### config.mk
export PLATFORM = sky130hd
export DESIGN_NAME = truth_table_sweeper
export DESIGN_NICKNAME = d
export VERILOG_FILES = /design/src/rtl/tts_pkg.sv /design/src/rtl/tts_popcount.sv /design/src/rtl/truth_table_sweeper.sv
export SDC_FILE = /design/constraint.sdc
export NUM_CORES = 1
export LEC_CHECK = 0
export BUFFER_PORTS_ARGS = -buffer_cell sky130_fd_sc_hd__buf_2
export CAP_MARGIN = 20
export CORE_MARGIN = 4
export CORE_UTILIZATION = 40
export CTS_BUF_LIST = sky130_fd_sc_hd__clkbuf_16
export CTS_CLUSTER_SIZE = 20
export DETAILED_ROUTE_END_ITERATION = 7
export GPL_TIMING_DRIVEN = 0
export HOLD_SLACK_MARGIN = 0.1
export PLACE_DENSITY_LB_ADDON = 0.2
export SETUP_SLACK_MARGIN = 0.02
export SYNTH_ARGS = -nofsm -noshare
export SYNTH_HDL_FRONTEND = slang
export SYNTH_HIERARCHICAL = 1
export SYNTH_SLANG_ARGS = --single-unit
### constraint.sdc
create_clock -name clk -period 5.3 [get_ports clk]
set_input_delay 1.06 -clock clk [delete_from_list [all_inputs] [get_ports clk]]
set_output_delay 1.06 -clock clk [all_outputs]
set_load 0.01 [all_outputs]
### src/rtl/tts_pkg.sv
// Shared types and constants for the truth-table sweeper.
package tts_pkg;

  localparam int unsigned ERR_W = 16;

  typedef enum logic [1:0] {
    IDLE  = 2'd0,
    DRIVE = 2'd1,
    CHECK = 2'd2,
    DONE  = 2'd3
  } state_t;

endpackage

### src/rtl/tts_popcount.sv
// Combinational population count of the per-channel mismatch vector.
module tts_popcount #(
  parameter int unsigned N_CH = 4
) (
  input  logic [N_CH-1:0]          bits,
  output logic [$clog2(N_CH):0]    count
);

  localparam int unsigned CW = $clog2(N_CH) + 1;

  always_comb begin
    count = '0;
    for (int i = 0; i < N_CH; i++) begin
      count = count + CW'(bits[i]);
    end
  end

endmodule

### src/rtl/truth_table_sweeper.sv
// Sweeps every input vector into a DUT, holds it HOLD cycles, then compares
// each output channel against an expected truth table and accumulates errors.
module truth_table_sweeper
  import tts_pkg::*;
#(
  parameter int unsigned N_IN = 3,
  parameter int unsigned N_CH = 4,
  parameter int unsigned HOLD = 1
) (
  input  logic                       clk,
  input  logic                       rst_n,
  input  logic                       start,
  input  logic                       mode,
  input  logic                       abort,
  input  logic [N_CH*(2**N_IN)-1:0]  exp_tbl,
  input  logic [N_CH-1:0]            dut_y,
  output logic [N_IN-1:0]            vec,
  output logic                       busy,
  output logic                       done,
  output logic [N_CH-1:0]            fail_ch,
  output logic [ERR_W-1:0]           err_count,
  output logic [N_IN-1:0]            first_vec,
  output logic                       first_valid
);

  localparam int unsigned NV     = 2**N_IN;
  localparam int unsigned HOLD_W = 4;
  localparam int unsigned PC_W   = $clog2(N_CH) + 1;
  localparam int unsigned SUM_W  = ERR_W + 1;
  localparam logic [N_IN-1:0]   VEC_LAST  = N_IN'(NV - 1);
  localparam logic [HOLD_W-1:0] HOLD_LAST = HOLD_W'(HOLD - 1);

  state_t              state, state_d;
  logic [N_IN-1:0]     vec_d, first_vec_d;
  logic [HOLD_W-1:0]   hold_cnt, hold_d;
  logic                mode_q, mode_d;
  logic                busy_d, done_d, first_valid_d;
  logic [N_CH-1:0]     fail_d, mismatch;
  logic [ERR_W-1:0]    err_d;
  logic [PC_W-1:0]     mis_cnt;
  logic [SUM_W-1:0]    err_sum;

  // Each channel's expected row is 2^N_IN bits wide, indexed by the live vector.
  for (genvar c = 0; c < N_CH; c++) begin : g_ch
    logic [NV-1:0] row;
    assign row         = exp_tbl[c*NV +: NV];
    assign mismatch[c] = dut_y[c] ^ row[vec];
  end

  tts_popcount #(.N_CH(N_CH)) u_popcount (
    .bits  (mismatch),
    .count (mis_cnt)
  );

  // One spare bit catches overflow for saturation.
  assign err_sum = {1'b0, err_count} + SUM_W'(mis_cnt);

  always_comb begin
    state_d       = state;
    vec_d         = vec;
    hold_d        = hold_cnt;
    mode_d        = mode_q;
    done_d        = 1'b0;
    fail_d        = fail_ch;
    err_d         = err_count;
    first_vec_d   = first_vec;
    first_valid_d = first_valid;

    case (state)
      IDLE: begin
        if (start && !abort) begin
          fail_d        = '0;
          err_d         = '0;
          first_vec_d   = '0;
          first_valid_d = 1'b0;
          vec_d         = '0;
          hold_d        = '0;
          mode_d        = mode;
          state_d       = DRIVE;
        end
      end
      DRIVE: begin
        if (abort) begin
          hold_d  = '0;
          state_d = IDLE;
        end else if (hold_cnt == HOLD_LAST) begin
          hold_d  = '0;
          state_d = CHECK;
        end else begin
          hold_d = hold_cnt + HOLD_W'(1);
        end
      end
      CHECK: begin
        if (abort) begin
          state_d = IDLE;
        end else begin
          fail_d = fail_ch | mismatch;
          err_d  = err_sum[ERR_W] ? '1 : err_sum[ERR_W-1:0];
          if ((|mismatch) && !first_valid) begin
            first_vec_d   = vec;
            first_valid_d = 1'b1;
          end
          if (vec == VEC_LAST) begin
            done_d = 1'b1;
            if (mode_q) begin
              vec_d   = '0;
              state_d = DRIVE;
            end else begin
              state_d = DONE;
            end
          end else begin
            vec_d   = vec + N_IN'(1);
            state_d = DRIVE;
          end
        end
      end
      DONE:    state_d = IDLE;
      default: state_d = IDLE;
    endcase

    busy_d = (state_d == DRIVE) || (state_d == CHECK);
  end

  always_ff @(posedge clk or negedge rst_n) begin
    if (!rst_n) begin
      state       <= IDLE;
      vec         <= '0;
      hold_cnt    <= '0;
      mode_q      <= 1'b0;
      busy        <= 1'b0;
      done        <= 1'b0;
      fail_ch     <= '0;
      err_count   <= '0;
      first_vec   <= '0;
      first_valid <= 1'b0;
    end else begin
      state       <= state_d;
      vec         <= vec_d;
      hold_cnt    <= hold_d;
      mode_q      <= mode_d;
      busy        <= busy_d;
      done        <= done_d;
      fail_ch     <= fail_d;
      err_count   <= err_d;
      first_vec   <= first_vec_d;
      first_valid <= first_valid_d;
    end
  end

endmodule

=== Word level (Yosys, flattened, before mapping) ===
Cells that the tools add are included.

* Bits in registers: 36
* Bits of input ports: 41
* Output and inout port bits: 29

* Add/sub/neg operators: 6
* Order comparisons: 1
* Equality and inequality tests: 10
* Muxes and demuxes: 40
* Bitwise operators: 5
* Reduce and logical (&&, ||, !) cells: 15

{| class="wikitable"
|+ Operators by type and width
! cell !! number
|-
| 16-bit 2-to-1 mux || 3
|-
| 16-bit case mux with 2 select lines || 1
|-
| 3-bit 2-to-1 mux || 6
|-
| 16-bit by 3-bit adder with 17-bit output || 1
|-
| 4-bit 2-to-1 mux || 4
|-
| 4-bit case mux with 2 select lines || 2
|-
| 1-bit binary-select mux with 3-bit select || 4
|-
| 2-bit 2-to-1 mux || 6
|-
| 3-bit case mux with 2 select lines || 2
|-
| 1-bit 2-to-1 mux || 10
|-
| 2-bit case mux with 4 select lines || 1
|-
| 4-bit AND reduction || 2
|-
| 3-bit by 1-bit adder with 3-bit output || 2
|-
| 2-bit == test, second input constant || 3
|-
| 2-bit inequality test, second input constant || 3
|-
| 4-bit by 1-bit adder with 4-bit output, second input constant || 1
|-
| 2-bit by 1-bit == test with 1-bit output, second input constant || 2
|-
| 4-bit zero test || 1
|-
| 3-bit by 4-bit less-than comparator with 1-bit output, second input constant || 1
|-
| 4-bit bitwise OR || 1
|-
| 2-bit AND reduction || 2
|-
| 2-bit nonzero test || 2
|-
| 4-bit OR reduction || 1
|-
| 1-bit XOR || 4
|-
| other kinds (10) || 12
|}

=== Longest topological paths before layout ===
* Word-level depth: 10
* Gate-level depth with buffers: 17

=== Modules after synthesis ===
Netlist, hierarchy kept.

{| class="wikitable"
|+ Modules (own cells, without submodules)
! module !! instances !! cells an instance !! area an instance (µm²) !! seq. area each (µm²)
|-
| truth_table_sweeper || 1 || 244 || 2311.0 || 900.9
|-
| tts_popcount || 1 || 8 || 63.8 || 0.0
|}

=== Worst setup path before layout ===
Ideal clock, no wire load.

* Path kind: input to register
* From: input port exp_tbl[11]
* To: register err_count[13]
* Arrival time: 4.549 ns
* Data required time: 5.169 ns
* Path slack: 0.619 ns
* Stages: 14
* Cell sequence: mux2i_1 > mux4_2 > xnor2_1 > inv_1 > fa_1 > inv_1 > ha_1 > ha_1 > ha_1 > a21o_1 > a21oi_1 > nor4_1 > a21oi_1 > or3_1

* Longest elaborated chain between the ends: 10

{| class="wikitable"
|+ RTL lines
! item !! line !! text
|-
| from (decl) || truth_table_sweeper.sv:15 || <nowiki>input logic [N_CH*(2**N_IN)-1:0] exp_tbl,</nowiki>
|-
| 1-bit binary-select mux with 3-bit select || truth_table_sweeper.sv:47 || <nowiki>assign mismatch[c] = dut_y[c] ^ row[vec];</nowiki>
|-
| 1-bit 2-to-1 mux (not written as such) || truth_table_sweeper.sv:47 ||
|-
| 1-bit XOR || truth_table_sweeper.sv:47 ||
|-
| net mismatch[1] || truth_table_sweeper.sv:38 || <nowiki>logic [N_CH-1:0] fail_d, mismatch;</nowiki>
|-
| 1-bit by 1-bit adder with 2-bit output || tts_popcount.sv:14 || <nowiki>count = count + CW'(bits[i]);</nowiki>
|-
| 3-bit by 1-bit adder with 3-bit output (2 in series) || tts_popcount.sv:14 ||
|-
| net mis_cnt[1] || truth_table_sweeper.sv:40 || <nowiki>logic [PC_W-1:0] mis_cnt;</nowiki>
|-
| 16-bit by 3-bit adder with 17-bit output || truth_table_sweeper.sv:56 || <nowiki>assign err_sum = {1'b0, err_count} + SUM_W'(mis_cnt);</nowiki>
|-
| 16-bit 2-to-1 mux || truth_table_sweeper.sv:98 || <nowiki>err_d = err_sum[ERR_W] ? '1 : err_sum[ERR_W-1:0];</nowiki>
|-
| 16-bit 2-to-1 mux || truth_table_sweeper.sv:94 || <nowiki>if (abort) begin</nowiki>
|-
| 16-bit case mux with 2 select lines || truth_table_sweeper.sv:69 || <nowiki>case (state)</nowiki>
|-
| to (signal assigned) || truth_table_sweeper.sv:144 || <nowiki>err_count <= err_d;</nowiki>
|-
| to (decl) || truth_table_sweeper.sv:21 || <nowiki>output logic [ERR_W-1:0] err_count,</nowiki>
|}

The timed path passes the listed nets, and every way through them passes these cells. The select of a mux whose other input is x is not followed.
A chain may end at the register's enable or synchronous reset.

=== Worst setup path after layout ===
* From: input port exp_tbl[10]
* To: register err_count[13]

The elaborated chain is that of the path after synthesis.

==> run summary <==
Die Y - 85.05 um
Switch Pwr - 0.0002470 W
Primary FF master, synth - dfrtp_1
status - finished, final reports clean
clock group share of total power - 39.4%
Synth cell types - 44
nets@finish - 380
Total Power - 0.0008549 W
Static Leakage - 1.438 nW
clk sinks - 36
Final Cell Area - 2984 um^2
Synth Area per Inst - 9.424 um^2
I/O Pins - 70
Slew HR - 44.59%
ANT cells - 0
First-pass DRT Iterations - 4
DR iter-0 viols - 71
Seq/Total Area, Yosys - 37.93%
Yosys top cell by area - dfrtp_1
CTS tree - done
CTS Buf Count - 5
gpl congestion - 0.8594
Synth area leaders - dfrtp_1 (38%), mux2i_1 (6.7%), nand2_1 (5.7%)
RSZ-0062 raised after global routing - no
Root Driver - clkbuf_16
CP arrival - 5.11 ns
ANT nets after route - 0
hpwl dp - 4649 um
yosys warns - 6
Slew @ Worst Pin - 0.8312 ns
Synth Net Count - 304
largest net degree at the start of global routing - 37
fraction of registers with async set/reset - 100.0%
GR Overflow Total - 0
die area - 7234 um^2
crit end category - register
Period minus WS final - 4.961 ns
post-CTS setup buffers - 0
Via-to-Cell Ratio - 5.444
Reg area - 900.9 um^2
Post-Synthesis Cells - 252
number of global-route vias before repair - 2215
Hold Path Class - reg2reg
final wirelength - 6125 um
port bufs - 69
Starting Density - 42.09%
core box area - 5642 um^2
Tot GR Track Use - 17.02%
H-tree Lvls - 2
cell area after synthesis - 2375 um^2
maxcap violations - 0
initial antenna violation count - 0
CTS clk-pin slew, worst paths - 0.06 ns
# fillers - 520
CTS max path bufs - 2
Synth-to-Final Area Change - 25.66%
maximum VDD drop - 0.0001976 V
drt wl/cell - 15.27 um
CP peak stage delay - 0.55 ns
Worst path slowest cell - a21oi_1
row count - 27
Critical Path RT - 5.45 ns
FMAX - 201.6 MHz
post-synthesis register bit count - 36
crit share post-route - 93.60%
Area after DPL - 2810 um^2
Clk Latency, worst-skew pair - 0.28 ns
CP startpoint kind - input pin
crit-path max FO - 8
Hold Violations, Final - 0
worst path cell trace - buf_2 > mux2i_1 > mux4_2 > xnor2_1 > inv_1 > fa_1 > inv_1 > ha_1 > ha_1 > ha_1 > a21o_1 > a21oi_1 > nor4_2 > nor4b_1 > or3_1
drt drc - 0
Flop pwr share - 35.5%
Comb pwr share - 25.1%
DR vias - 2183
max-slew violations - 0
layout cells sized above 1 - 28.57%
crit-path most repeated cell - ha_1
count of final setup violators - 0
area share of the largest cell type after synthesis - 37.93%
Pint - 0.0006078 W
Multi-input gate area - 1365 um^2
Post-synth EDFFs - 0
switching fraction of total power - 28.90%
WS Path Type - in2reg
DIE WIDTH - 85.05 um
skew final - 0.003166 ns
first-pass GRT wire length - 10250 um
Cell Pwr Density - 286.5 nW/um^2
power groups by stage:
stage	logic (W)	clock network (W)	registers [W]
floorplan	0.000142	0	0.000313
global placement	0.000213	0	0.000308
detailed placement	0.000215	0	0.000309
CTS	0.000217	0.000348	0.000304
global route	0.000245	0.000356	0.000306
finish	0.000215	0.000337	0.000303
per-stage QoR:
stage | instances | hold WS, ns | setup TNS, ns | utilization (%) | worst slack (ns)
finish | 401 | 0.5012 | 0 | 52.89 | 0.3393
floorplan | 252 | 0.4463 | 0 | - | 0.6194
global placement | 393 | 0.4719 | 0 | 49.81 | 0.04412
global route | 401 | 0.5277 | 0 | 52.89 | 0.1404
CTS | 401 | 0.4982 | 0 | 52.78 | 0.2735
detailed placement | 393 | 0.4859 | -0.02081 | 49.81 | -0.02081
sequential cells by signal, summed over array words and instances, names as in the netlist:
signal and flops:
hold_cnt 4, mode_q 1, fail_ch 4, vec 3
first_valid 1, err_count 16, state 2, done 1
busy 1, first_vec 3
cells in the mapped netlist (2+ instances only):
| cell type | count |
|---|---|
| a21o_1 | 3 |
| a21oi_1 | 17 |
| a22o_1 | 8 |
| and2_1 | 2 |
| and3_1 | 3 |
| buf_6 | 2 |
| clkbuf_1 | 6 |
| dfrtp_1 | 36 |
| fa_1 | 2 |
| ha_1 | 9 |
| inv_1 | 12 |
| mux2i_1 | 16 |
| mux4_2 | 4 |
| nand2_1 | 36 |
| nand2b_1 | 3 |
| nand3_1 | 5 |
| nand3b_1 | 2 |
| nand4_1 | 2 |
| nor2_1 | 11 |
| nor2b_1 | 3 |
| nor3_1 | 9 |
| nor3b_1 | 3 |
| nor4_1 | 2 |
| o211ai_2 | 3 |
| o21a_1 | 2 |
| o21ai_0 | 22 |
| o31ai_1 | 5 |
| o41ai_1 | 6 |
| xnor2_1 | 2 |
| xnor2_2 | 2 |
path summary, 6_finish.rpt:
| kind | start | slack (ns) | endpoint | cells after the start |
|---|---|---|---|---|
| worst max-delay path | exp_tbl[10] | 0.34 | err_count[13]$_DFFE_PN0P_ | 15 |
| worst min-delay path | hold_cnt[3]$_DFFE_PN0P_ | 0.50 | hold_cnt[3]$_DFFE_PN0P_ | 1 |
| worst max register to register | vec[0]$_DFFE_PN0P_ | 0.55 | err_count[13]$_DFFE_PN0P_ | 16 |
| worst min register to register | hold_cnt[3]$_DFFE_PN0P_ | 0.50 | hold_cnt[3]$_DFFE_PN0P_ | 1 |
| max in group asynchronous | rst_n | 3.89 | err_count[12]$_DFFE_PN0P_ | 1 |
| min in group asynchronous | rst_n | 0.88 | hold_cnt[2]$_DFFE_PN0P_ | 1 |
per-layer routing:
| layer | vias up | track usage, % | routed length (um) |
|---|---|---|---|
| met5 | - | 0 | 0 |
| met4 | 0 | 3.453 | 14 |
| met3 | 2 | 3.592 | 254 |
| met2 | 53 | 29.80 | 3092 |
| met1 | 1052 | 21.63 | 2764 |
| li1 | 1076 | - | - |
cells by family after synthesis:
family / share of synthesized area (%)
and+or+nand+nor: 17.33
AOI/OAI and AO/OA: 19.97
DFF: 37.93
buffers and inverters: 4.847
muxes: 11.01
adders and majority gates: 6.428
xor gates and xnor gates: 2.476
critical path: cells and delay by family:
| family | cells | cell delay [ns] |
|---|---|---|
| compound gates | 2 | 0.70 |
| xor+xnor | 1 | 0.52 |
| fa+ha+maj | 4 | 1.29 |
| buf+inv | 3 | 0.26 |
| mux | 2 | 0.54 |
| simple gates | 3 | 0.75 |
cells in the final DEF (no fill, tap or decap), types with 3 or more instances in the layout:
cell type / n
buf_2: 69
mux2i_1: 16
o41ai_1: 6
and3_1: 3
nor3_1: 9
nor2_1: 11
clkbuf_16: 5
o211ai_2: 3
nand3_1: 5
ha_1: 9
clkbuf_1: 6
nor2b_1: 3
mux4_2: 4
nand2b_1: 3
a22o_1: 8
nor3b_1: 3
a21oi_1: 17
a21o_1: 3
nand2_1: 36
o21ai_0: 22
o31ai_1: 5
dfrtp_1: 36
inv_1: 12
cell type report:
type / instances / area share [%]
Buffer: 10 / 2.348
Clock buffer: 5 / 4.193
Clock inverter: 3 / 1.426
Inverter: 12 / 1.509
Multi-Input combinational cell: 194 / 45.74
Sequential cell: 36 / 30.19
Tap cell: 72 / 3.019
Timing Repair Buffer: 69 / 11.57
repair_timing:
action,4_1_cts,5_1_grt
hold buffers,0,0
setup endpoints to repair,0,2
gates resized for setup,0,1
No activity file was read; power rests on OpenSTA's default activity.
